`config.mk`:
```
export PLATFORM = sky130hd
export DESIGN_NAME = cache_arbiter
export DESIGN_NICKNAME = d
export VERILOG_FILES = /design/src/rtl/cache_arbiter.sv
export SDC_FILE = /design/constraint.sdc
export NUM_CORES = 1
export LEC_CHECK = 0
export CORE_AREA = 2 2 536 538
export CTS_BUF_LIST = sky130_fd_sc_hd__clkbuf_16
export CTS_CLUSTER_DIAMETER = 120
export DETAILED_ROUTE_END_ITERATION = 12
export DIE_AREA = 0 0 538 540
export PLACE_DENSITY = 0.3
export SYNTH_ARGS = -nofsm -noshare
export SYNTH_HDL_FRONTEND = slang
export SYNTH_SLANG_ARGS = --single-unit
```
`constraint.sdc`:
```
create_clock -name clk -period 1.63 [get_ports clk]
set_input_delay 0.2445 -clock clk [delete_from_list [all_inputs] [get_ports clk]]
set_output_delay 0.2445 -clock clk [all_outputs]
set_load 0.005 [all_outputs]
```
`src/rtl/cache_arbiter.sv`:
```
// Round-robin arbiter sharing one physical-memory port between the I-cache and D-cache.
// Latches the winner's address, write line and command type at grant; one transaction at a time.
//
// state   | meaning
// --------+----------------------------------------------------------
// IDLE    | no transaction outstanding; arbitrate pending requests
// SERVE_I | I-cache line fill in flight, waiting for pmem_resp
// SERVE_D | D-cache fill or writeback in flight, waiting for pmem_resp
module cache_arbiter #(
    parameter int LINE_WIDTH = 256,
    parameter int ADDR_WIDTH = 32
) (
    input  logic                  clk,
    input  logic                  rst,

    input  logic                  icache_read,
    input  logic [ADDR_WIDTH-1:0] icache_address,
    output logic [LINE_WIDTH-1:0] icache_rdata,
    output logic                  icache_resp,

    input  logic                  dcache_read,
    input  logic                  dcache_write,
    input  logic [ADDR_WIDTH-1:0] dcache_address,
    input  logic [LINE_WIDTH-1:0] dcache_wdata,
    output logic [LINE_WIDTH-1:0] dcache_rdata,
    output logic                  dcache_resp,

    output logic                  pmem_read,
    output logic                  pmem_write,
    output logic [ADDR_WIDTH-1:0] pmem_address,
    output logic [LINE_WIDTH-1:0] pmem_wdata,
    input  logic [LINE_WIDTH-1:0] pmem_rdata,
    input  logic                  pmem_resp
);

    typedef enum logic [1:0] {
        IDLE    = 2'd0,
        SERVE_I = 2'd1,
        SERVE_D = 2'd2
    } state_t;

    localparam logic GRANT_I = 1'b0;
    localparam logic GRANT_D = 1'b1;

    state_t                  state, state_next;
    logic                    last_grant, last_grant_next;
    logic [ADDR_WIDTH-1:0]   addr_q, addr_next;
    logic [LINE_WIDTH-1:0]   wdata_q, wdata_next;
    logic                    d_write_q, d_write_next;

    logic                    i_req;
    logic                    d_req;
    logic                    grant_d;

    assign i_req   = icache_read;
    assign d_req   = dcache_read | dcache_write;
    // On a tie, the side that did not win last time goes next.
    assign grant_d = d_req & (~i_req | (last_grant == GRANT_I));

    always_ff @(posedge clk) begin
        if (rst) begin
            state      <= IDLE;
            last_grant <= GRANT_I;
            addr_q     <= '0;
            wdata_q    <= '0;
            d_write_q  <= 1'b0;
        end else begin
            state      <= state_next;
            last_grant <= last_grant_next;
            addr_q     <= addr_next;
            wdata_q    <= wdata_next;
            d_write_q  <= d_write_next;
        end
    end

    always_comb begin
        state_next      = state;
        last_grant_next = last_grant;
        addr_next       = addr_q;
        wdata_next      = wdata_q;
        d_write_next    = d_write_q;
        unique case (state)
            IDLE: begin
                if (grant_d) begin
                    state_next      = SERVE_D;
                    last_grant_next = GRANT_D;
                    addr_next       = dcache_address;
                    wdata_next      = dcache_wdata;
                    // A simultaneous read+write resolves to the writeback.
                    d_write_next    = dcache_write;
                end else if (i_req) begin
                    state_next      = SERVE_I;
                    last_grant_next = GRANT_I;
                    addr_next       = icache_address;
                end
            end
            SERVE_I, SERVE_D: begin
                if (pmem_resp) begin
                    state_next = IDLE;
                end
            end
            default: state_next = IDLE;
        endcase
    end

    assign pmem_read    = (state == SERVE_I) | ((state == SERVE_D) & ~d_write_q);
    assign pmem_write   = (state == SERVE_D) & d_write_q;
    assign pmem_address = addr_q;
    assign pmem_wdata   = wdata_q;

    // Reset wins over a same-cycle pmem_resp: the abandoned transaction never completes.
    assign icache_resp  = (state == SERVE_I) & pmem_resp & ~rst;
    assign dcache_resp  = (state == SERVE_D) & pmem_resp & ~rst;

    assign icache_rdata = pmem_rdata;
    assign dcache_rdata = pmem_rdata;

endmodule

```
# After elaboration in Yosys (flattened, before gate mapping)
# Index checks and enable logic that the tools add are counted.
word_totals:
  inputBits: 582
  out_inout_bits: 804
  word_cells: 37
  reg_bits: 292
op_classes:
  n_bitwise: 14
  n_mux: 8
  reduce_logical: 6
  eq_ne: 4
op_table:
  columns: ["cell", "count"]
  rows:
  - ["2-to-1 mux 32 bit", 2]
  - ["bitwise AND 1 bit", 7]
  - ["2-to-1 mux 2 bit", 3]
  - ["AND reduction 2 bit", 3]
  - ["NOT 1 bit", 4]
  - ["one-hot mux 2 bit (2 select lines)", 1]
  - ["!= test 3 bit, second input constant", 1]
  - ["bitwise OR 1 bit", 3]
  - ["equality test 2 x 1 -> 1 bit, second input constant", 1]
  - ["equality test 2 bit, second input constant", 1]
  - ["zero test 2 bit", 1]
  - ["2-to-1 mux 1 bit", 2]
  - ["!= test 2 bit, second input constant", 1]
  - ["nonzero test 2 bit", 1]
  - ["OR reduction 2 bit", 1]

# Depth between registers and ports, before layout
# Gate-level depths: netlist of run 1.
depth:
  depth_word: 5
  mapped_depth: 8

# Least setup slack after synthesis of run 1
# Ideal clock, no wire load.
synth_path:
  kind: "flip-flop to flip-flop"
  from: "reg state[0]"
  to: "reg addr_q[17] (netlist: pmem_address[17])"
  setup_slack_ns: 0.108
  n_path_buf: 3
  required_ns: 1.483
  stages_incl_launch_ff: 8
  arrival_ns: 1.375
  period_less_slack_ns: 1.522
  path_cell_list: "dfxtp_1 > inv_1 > ha_1 > buf_2 > o31a_1 > buf_2 > buf_2 > a311oi_2"
synth_between:
  elab_chain_cells: 2
synth_lines:
  columns: ["element", "line_no", "text"]
  rows:
  - ["from (decl)", "45", "state_t state, state_next;"]
  - ["from (signal assigned)", "68", "state <= state_next;"]
  - ["zero test 2 bit", "82", "unique case (state)"]
  - ["AND reduction 2 bit (no line)", null, null]
  - ["to (signal assigned)", "70", "addr_q <= addr_next;"]
  - ["to (decl)", "47", "logic [ADDR_WIDTH-1:0] addr_q, addr_next;"]
# Every way passes these cells.
# A chain may end at the register's enable or synchronous reset.

# Final worst setup path of run 1
layout_path:
  from: "reg state[1]"
  to: "out dcache_resp"
layout_between:
  elab_chain_cells: 3
layout_lines:
  columns: ["element", "line_no", "text"]
  rows:
  - ["equality test 2 bit", "113", "assign dcache_resp = (state == SERVE_D) & pmem_resp & ~rst;"]
  - ["bitwise AND 1 bit (2 in series)", "113", null]
  - ["to (decl)", "26", "output logic dcache_resp,"]
# Every way passes these cells.

==> results.py, run 1 <==
metrics = {
    "setup_path": {
        "worstPathCellList": "buf_6, ha_4, buf_6, and3b_2, buf_12",
        "crit_path_max_incr_delay_ps": 320,
        "worst_setup_path_start_kind": "flop",
        "critical_path.max_fanout": 2,
        "crit_family": "buffers and inverters",
        "setup.worst_path.class": "flop to output port",
        "timing.critical_path.slowest_stage_cell": "dfxtp_2",
        "crit_required_ps": 1390,
        "timing.critical_path.mode_cell": "buf_6",
        "critical_path.n_buffers_inverters": 3,
        "ff2ff_setup_slack_ps": -270,
        "cp_data_arrival_time_ps": 1740,
        "crit_path_end_kind": "output port",
    },
    "die": {
        "fp.coreArea_um2": 284500,
        "std_cell_rows": 196,
        "chipHeight_um": 540,
        "floorplan.die.width_um": 538,
        "die_area_um2": 290500,
        "boundaryPins": 1386,
        "initial_core_utilization_pct": 5.331,
    },
    "global_route": {
        "grt_antenna_before_repair": 27,
        "gr-usage-all-layers_pct": 9.291,
        "grt_pass1_vias": 14560,
        "largest_net_degree_at_the_start_of_global_routing": 61,
        "grt_pass1_wl_um": 173200,
        "grt_overflow": 0,
    },
    "cells_and_area": {
        "postLayoutCoreUtil_pct": 9.903,
        "finish.net_count": 2679,
        "area_used_by_multi_input_combinational_logic_um2": 6558,
        "drive_above_1_share_pct": 39.77,
        "regArea_um2": 5941,
        "fill_cells": 32940,
        "areaGrowthSynthToFinish_pct": 85.75,
    },
    "clock_tree": {
        "clock_tree.buffer_depth": 3,
        "cts_sinks": 292,
        "clockRootBuffer": "clkbuf_16",
        "cts_tree": "built",
        "cts_htree_levels": 2,
        "clock_input_transition_at_the_sequential_cells_of_the_worst_setup_and_hold_paths_ps": 60,
        "inserted_clock_buffers": 45,
        "clock_insertion_delay_worst_skew_ps": 690,
    },
    "drt": {
        "dr.pass1.iters": 5,
        "vias": 14880,
        "routed_wire_length_per_instance_um": 26.05,
        "drc": 0,
        "antenna_left": 0,
        "post_drt_via_cell_ratio": 2.523,
        "drt_total_wl_um": 153600,
        "detailedRoute.firstIterationViolations": 690,
    },
    "synth": {
        "yosysWarnings": 0,
        "netlist-cell-type-count": 25,
        "syn-cell-area_um2": 15170,
        "ys_seq_elements": 292,
        "net_count_after_synthesis": 2475,
        "synthCells": 1890,
        "syn-mean-instance-area_um2": 8.024,
        "yosysSeqAreaShare_pct": 38.54,
    },
    "power_and_ir_drop": {
        "power_leakage_uw": 0.009614,
        "pd_cells_nw_per_um2": 1150,
        "vdd_drop_max_v": 0.0009047,
    },
    "placement": {
        "routabilityCongestion": 0.7812,
        "count_of_buffers_inserted_at_the_top_level_ports": 617,
        "detailedPlacementHpwl_um": 114400,
    },
    "sta": {
        "worst_margin_slew_ps": 683.2,
        "clock_skew_ps": 42.18,
        "report.final.setup_viol": 294,
        "fmaxAchievable_mhz": 503.5,
        "timing_hold_violations_final": 0,
        "timing_max_transition_violations_final": 0,
        "unrepaired_setup_endpoints_after_global_routing": "true",
        "period_needed_ps": 1986,
        "setup_slack_after_layout_ps": -356.3,
        "remaining_max_slew_budget_at_the_tightest_pin_pct": 54.45,
        "final.setup.tns_ps": -37110,
        "final.period_utilization_pct": 121.9,
    },
    "run_status": {
        "status": "complete, but fails checks",
        "failing_checks": "negative setup slack",
    },
    "flow_run": {
        "drv_cap": 0,
    },
    "worst_hold_path": {
        "min_path_type": "primary input to flop",
    },
}
==> worst register-to-register path: stages (launching register included) <==
cell	delay, ps
dfxtp_2	320
buf_4	130
inv_4	60
ha_4	170
buf_6	130
buf_12	130
clkinv_16	100
buf_16	180
buf_12	210
clkbuf_16	150
o21ai_4	110
a21oi_1	70
==> state kept, by name, summed over array words and instances, names as in the netlist <==
| signal | count |
|---|---|
| state | 2 |
| last_grant | 1 |
| d_write_q | 1 |
| pmem_address | 32 |
| pmem_wdata | 256 |
==> cell usage after synthesis (all sizes together) <==
library cell    n  share of area (%)
a21o            1              0.050
a21oi         260                8.6
a2bb2oi         1              0.099
a311oi         32                2.4
and2            1              0.041
and3b           2               0.12
buf           587                 28
clkbuf         86                2.1
dfxtp         292                 39
ha              3               0.25
inv             4              0.099
nand2          65                1.6
nand2b          2              0.082
nand3         259                8.5
nor2           32               0.79
nor2b           1              0.041
nor4b           1              0.058
o21ai         259                8.5
o2bb2ai         1              0.058
o31a            1              0.058
==> worst paths after layout <==
path / startpoint / to / depth (start not counted)
max: state[1] / dcache_resp / 5
min: rst / pmem_wdata[209] / 3
max reg2reg: state[1] / pmem_wdata[225] / 11
min reg2reg: pmem_wdata[161] / pmem_wdata[161] / 2
==> kinds of logic after synthesis <==
group / Yosys count / synth area share, %
buffers and inverters: 677 / 30.15
adder cells (fa/ha/maj): 3 / 0.2475
AO/OA/AOI/OAI: 555 / 19.78
flip-flops: 292 / 38.54
AND/OR/NAND/NOR: 363 / 11.29
==> cell usage in the layout, fill, tap and decap left out, types with 65 or more instances in the layout <==
cell type and instances:
buf_4 92, a21oi_1 198, clkbuf_16 92, dfxtp_1 248
clkdlybuf4s50_1 324, o21ai_2 186, buf_2 69, nand2_1 65
dlygate4sd2_1 111, nand3_1 209
==> layout make-up <==
class	instances	area share, %
multi-input cells	921	23.28
diodes	7	0.06218
flip-flops and latches	292	21.09
clock inverters	35	1.150
repair inverters	3	0.2176
repair buffers	827	33.33
well taps	3762	16.71
clock buffers	45	3.997
inverters	4	0.1643
==> stage by stage <==
stage          hold WS [ps]  instances  instance area (µm²)  setup WS, ps  total power, µW
6_report              73.45       5896                28170        -356.3            32400
5_1_grt               52.75       5893                28160        -455.1            34220
2_1_floorplan         392.2       1890                15170         107.8            12460
3_5_place_dp          466.2       5690                22700        -535.1            17660
4_1_cts               1.698       5787                24320        -464.8            28760
3_3_place_gp          460.1       5690                22700        -525.3            17680
==> routing by layer <==
metal  global-route usage [%]  wire length, µm
met5                        0                0
met4                    5.763             9556
met3                    7.821            27070
met2                    13.95            66410
met1                    8.477            50540
==> report_power, final <==
| part | switching (µW) | internal (µW) |
|---|---|---|
| combinational | 7080 | 6210 |
| clock | 4480 | 5700 |
| sequential | 812 | 8130 |
==> what timing repair did <==
| item | 4_1_cts | 5_1_grt |
|---|---|---|
| endpoints found under the hold margin | 6 | 0 |
| setup endpoints to repair | 288 | 295 |
| hold buffers | 2 | 0 |
| buffers inserted | 6 | 45 |
| cloned | 9 | 65 |
| pin swaps | 3 | 438 |
| resized for setup | 695 | 709 |
(Power assumes the default switching activity.)
==> run 2, diff against run 1 <==
--- a/config.mk
+++ b/config.mk
@@ -11,6 +11,7 @@
 export DETAILED_ROUTE_END_ITERATION = 12
 export DIE_AREA = 0 0 538 540
 export PLACE_DENSITY = 0.3
+export SLEW_MARGIN = 10
 export SYNTH_ARGS = -nofsm -noshare
 export SYNTH_HDL_FRONTEND = slang
 export SYNTH_SLANG_ARGS = --single-unit
==> results of run 2 <==
No change in the layout: final DEF, timing and power equal those of run 1.
==> run 3, diff against run 2 <==
--- a/config.mk
+++ b/config.mk
@@ -8,6 +8,7 @@
 export CORE_AREA = 2 2 536 538
 export CTS_BUF_LIST = sky130_fd_sc_hd__clkbuf_16
 export CTS_CLUSTER_DIAMETER = 120
+export CTS_CLUSTER_SIZE = 30
 export DETAILED_ROUTE_END_ITERATION = 12
 export DIE_AREA = 0 0 538 540
 export PLACE_DENSITY = 0.3
==> run 3 against run 2 <==
Compared with the run above: largest power group unchanged; worst setup slack lost 20 ps; core utilization grew 0.23 points; routed wire length grew 1.1%; the run still ends with negative setup slack left; via count grew 0.34%; sequential share of layout area is essentially flat; non-clock buffer count grew 62; sequential power is essentially flat; total power shrank 5.2%; register-to-register slack gained 50 ps.
==> results.py, run 3 (synthesis results as in run 1) <==
metrics = {
    "sta": {
        "timing_max_transition_violations_final": 0,
        "worst_margin_slew_ps": 753.7,
        "fmaxAchievable_mhz": 498.5,
        "remaining_max_slew_budget_at_the_tightest_pin_pct": 49.76,
        "clock_skew_ps": 40.17,
        "final.period_utilization_pct": 123.1,
        "period_needed_ps": 2006,
        "timing_hold_violations_final": 0,
        "unrepaired_setup_endpoints_after_global_routing": "true",
        "final.setup.tns_ps": -37880,
        "hold_ws_ps": 90.10,
        "setup_slack_after_layout_ps": -376.2,
        "report.final.setup_viol": 294,
    },
    "power_and_ir_drop": {
        "power.share.combinational_pct": 45.4,
        "power_leakage_uw": 0.009623,
        "pd_cells_nw_per_um2": 1066,
        "pwr-share-seq_pct": 29.1,
        "share_clk_of_total_power_pct": 25.5,
        "vdd_drop_max_v": 0.0008232,
        "switchingPower_uw": 12550,
        "design_power_total_uw": 30720,
        "power.switching_fraction_pct": 40.86,
        "internal_power_uw": 18170,
    },
    "die": {
        "floorplan.die.width_um": 538,
        "initial_core_utilization_pct": 5.331,
        "boundaryPins": 1386,
        "chipHeight_um": 540,
        "std_cell_rows": 196,
        "fp.coreArea_um2": 284500,
        "die_area_um2": 290500,
    },
    "clock_tree": {
        "clock_tree.buffer_depth": 3,
        "clock_insertion_delay_worst_skew_ps": 690,
        "cts_sinks": 292,
        "cts_tree": "built",
        "clock_input_transition_at_the_sequential_cells_of_the_worst_setup_and_hold_paths_ps": 100,
        "inserted_clock_buffers": 25,
        "clockRootBuffer": "clkbuf_16",
        "cts_htree_levels": 1,
    },
    "cells_and_area": {
        "regArea_um2": 6081,
        "layout_common_cells": "324 x clkdlybuf4s50_1, 178 x a21oi_1, 161 x nand3_1, 150 x dfxtp_1, 119 x dfxtp_2",
        "largest_reg_flops": 256,
        "layout.cells.most_common": "clkdlybuf4s50_1",
        "drive_above_1_share_pct": 43.71,
        "areaGrowthSynthToFinish_pct": 90.03,
        "area_used_by_multi_input_combinational_logic_um2": 6760,
        "fill_cells": 32850,
        "finish.net_count": 2722,
    },
    "setup_path": {
        "crit_required_ps": 1390,
        "worst_setup_path_start_kind": "flop",
        "crit_path_end_kind": "output port",
        "critical_path.max_fanout": 2,
        "cp_data_arrival_time_ps": 1760,
        "setup.worst_path.class": "flop to output port",
    },
    "flow_run": {
        "drv_cap": 0,
    },
    "drt": {
        "dr.pass1.iters": 5,
        "drt_total_wl_um": 155300,
        "routed_wire_length_per_instance_um": 26.23,
        "detailedRoute.firstIterationViolations": 728,
        "vias": 14930,
        "post_drt_via_cell_ratio": 2.521,
        "drc": 0,
        "antenna_left": 0,
    },
    "worst_hold_path": {
        "min_path_type": "primary input to flop",
    },
    "global_route": {
        "grt_antenna_before_repair": 26,
        "gr-usage-all-layers_pct": 9.054,
        "grt_pass1_vias": 14600,
        "largest_net_degree_at_the_start_of_global_routing": 61,
        "grt_overflow": 0,
        "grt_pass1_wl_um": 170700,
    },
    "run_status": {
        "failing_checks": "negative setup slack",
        "status": "complete, but fails checks",
    },
    "placement": {
        "count_of_buffers_inserted_at_the_top_level_ports": 617,
        "routabilityCongestion": 0.7812,
        "detailedPlacementHpwl_um": 114400,
    },
}
run 3: cell count changes in the layout (fill, tap and decap cells not counted), sizes merged, moves of 15 or more:
cell           delta
clkdlybuf4s15    +40
dlygate4sd2      -73
dlygate4sd3      +55
clkbuf           -15
buf              +34
run 3: cell type report:
cell class,instances,area share (%)
clock inverters,20,1.311
clock buffers,25,2.171
flip-flops and latches,292,21.10
repair buffers,889,35.14
repair inverters,4,0.3126
inverters,4,0.1520
well taps,3762,16.33
multi-input cells,921,23.46
diodes,3,0.02605
run 3: metrics by stage:
stage	std cells	utilization, %	setup WS, ps	area [µm²]
after floorplan	1890	-	107.8	15170
after global routing	5918	10.13	-479.7	28810
final	5920	10.13	-376.2	28820
after CTS	5800	8.581	-493.0	24410
after global placement	5690	7.980	-525.3	22700
after detailed placement	5690	7.980	-535.1	22700
run 3: power by group through the flow:
stage	Combinational, µW	Clock (µW)	Sequential [µW]
after floorplan	3740	0	8720
after global placement	8810	0	8870
after detailed placement	8780	0	8880
after CTS	8950	8370	8840
after global routing	15000	8450	9070
final	13900	7830	8940
run 3: path summary, 6_finish.rpt:
kind	startpoint	end	slack, ps	depth (start not counted)
hold / removal	rst	pmem_wdata[16]	90	3
hold reg to reg	pmem_wdata[87]	pmem_wdata[87]	460	2
setup reg to reg	state[1]	pmem_wdata[64]	-220	11
setup / recovery	state[1]	dcache_resp	-380	5
run 3: timing repair:
item,CTS,global route
resized for setup,974,676
hold buffers,58,0
endpoints found under the setup margin,309,257
pin swaps,3,253
gates cloned,4,74
setup buffers,3,46
endpoints found under the hold margin,66,0
run 3: worst max-delay path, stage by stage (launching register included):
cell and delay [ps]:
dfxtp_2 330, buf_6 110, ha_4 150, buf_6 110, and3b_2 210, buf_12 140
run 3: metal layers:
layer | part of all wire, % | global-route usage, % | vias to the layer above
met5 | 0 | 0.03331 | -
met4 | 6.0 | 5.096 | 0
met3 | 17 | 7.704 | 445
met2 | 44 | 13.76 | 862
met1 | 32 | 8.269 | 7115
li1 | - | - | 6505
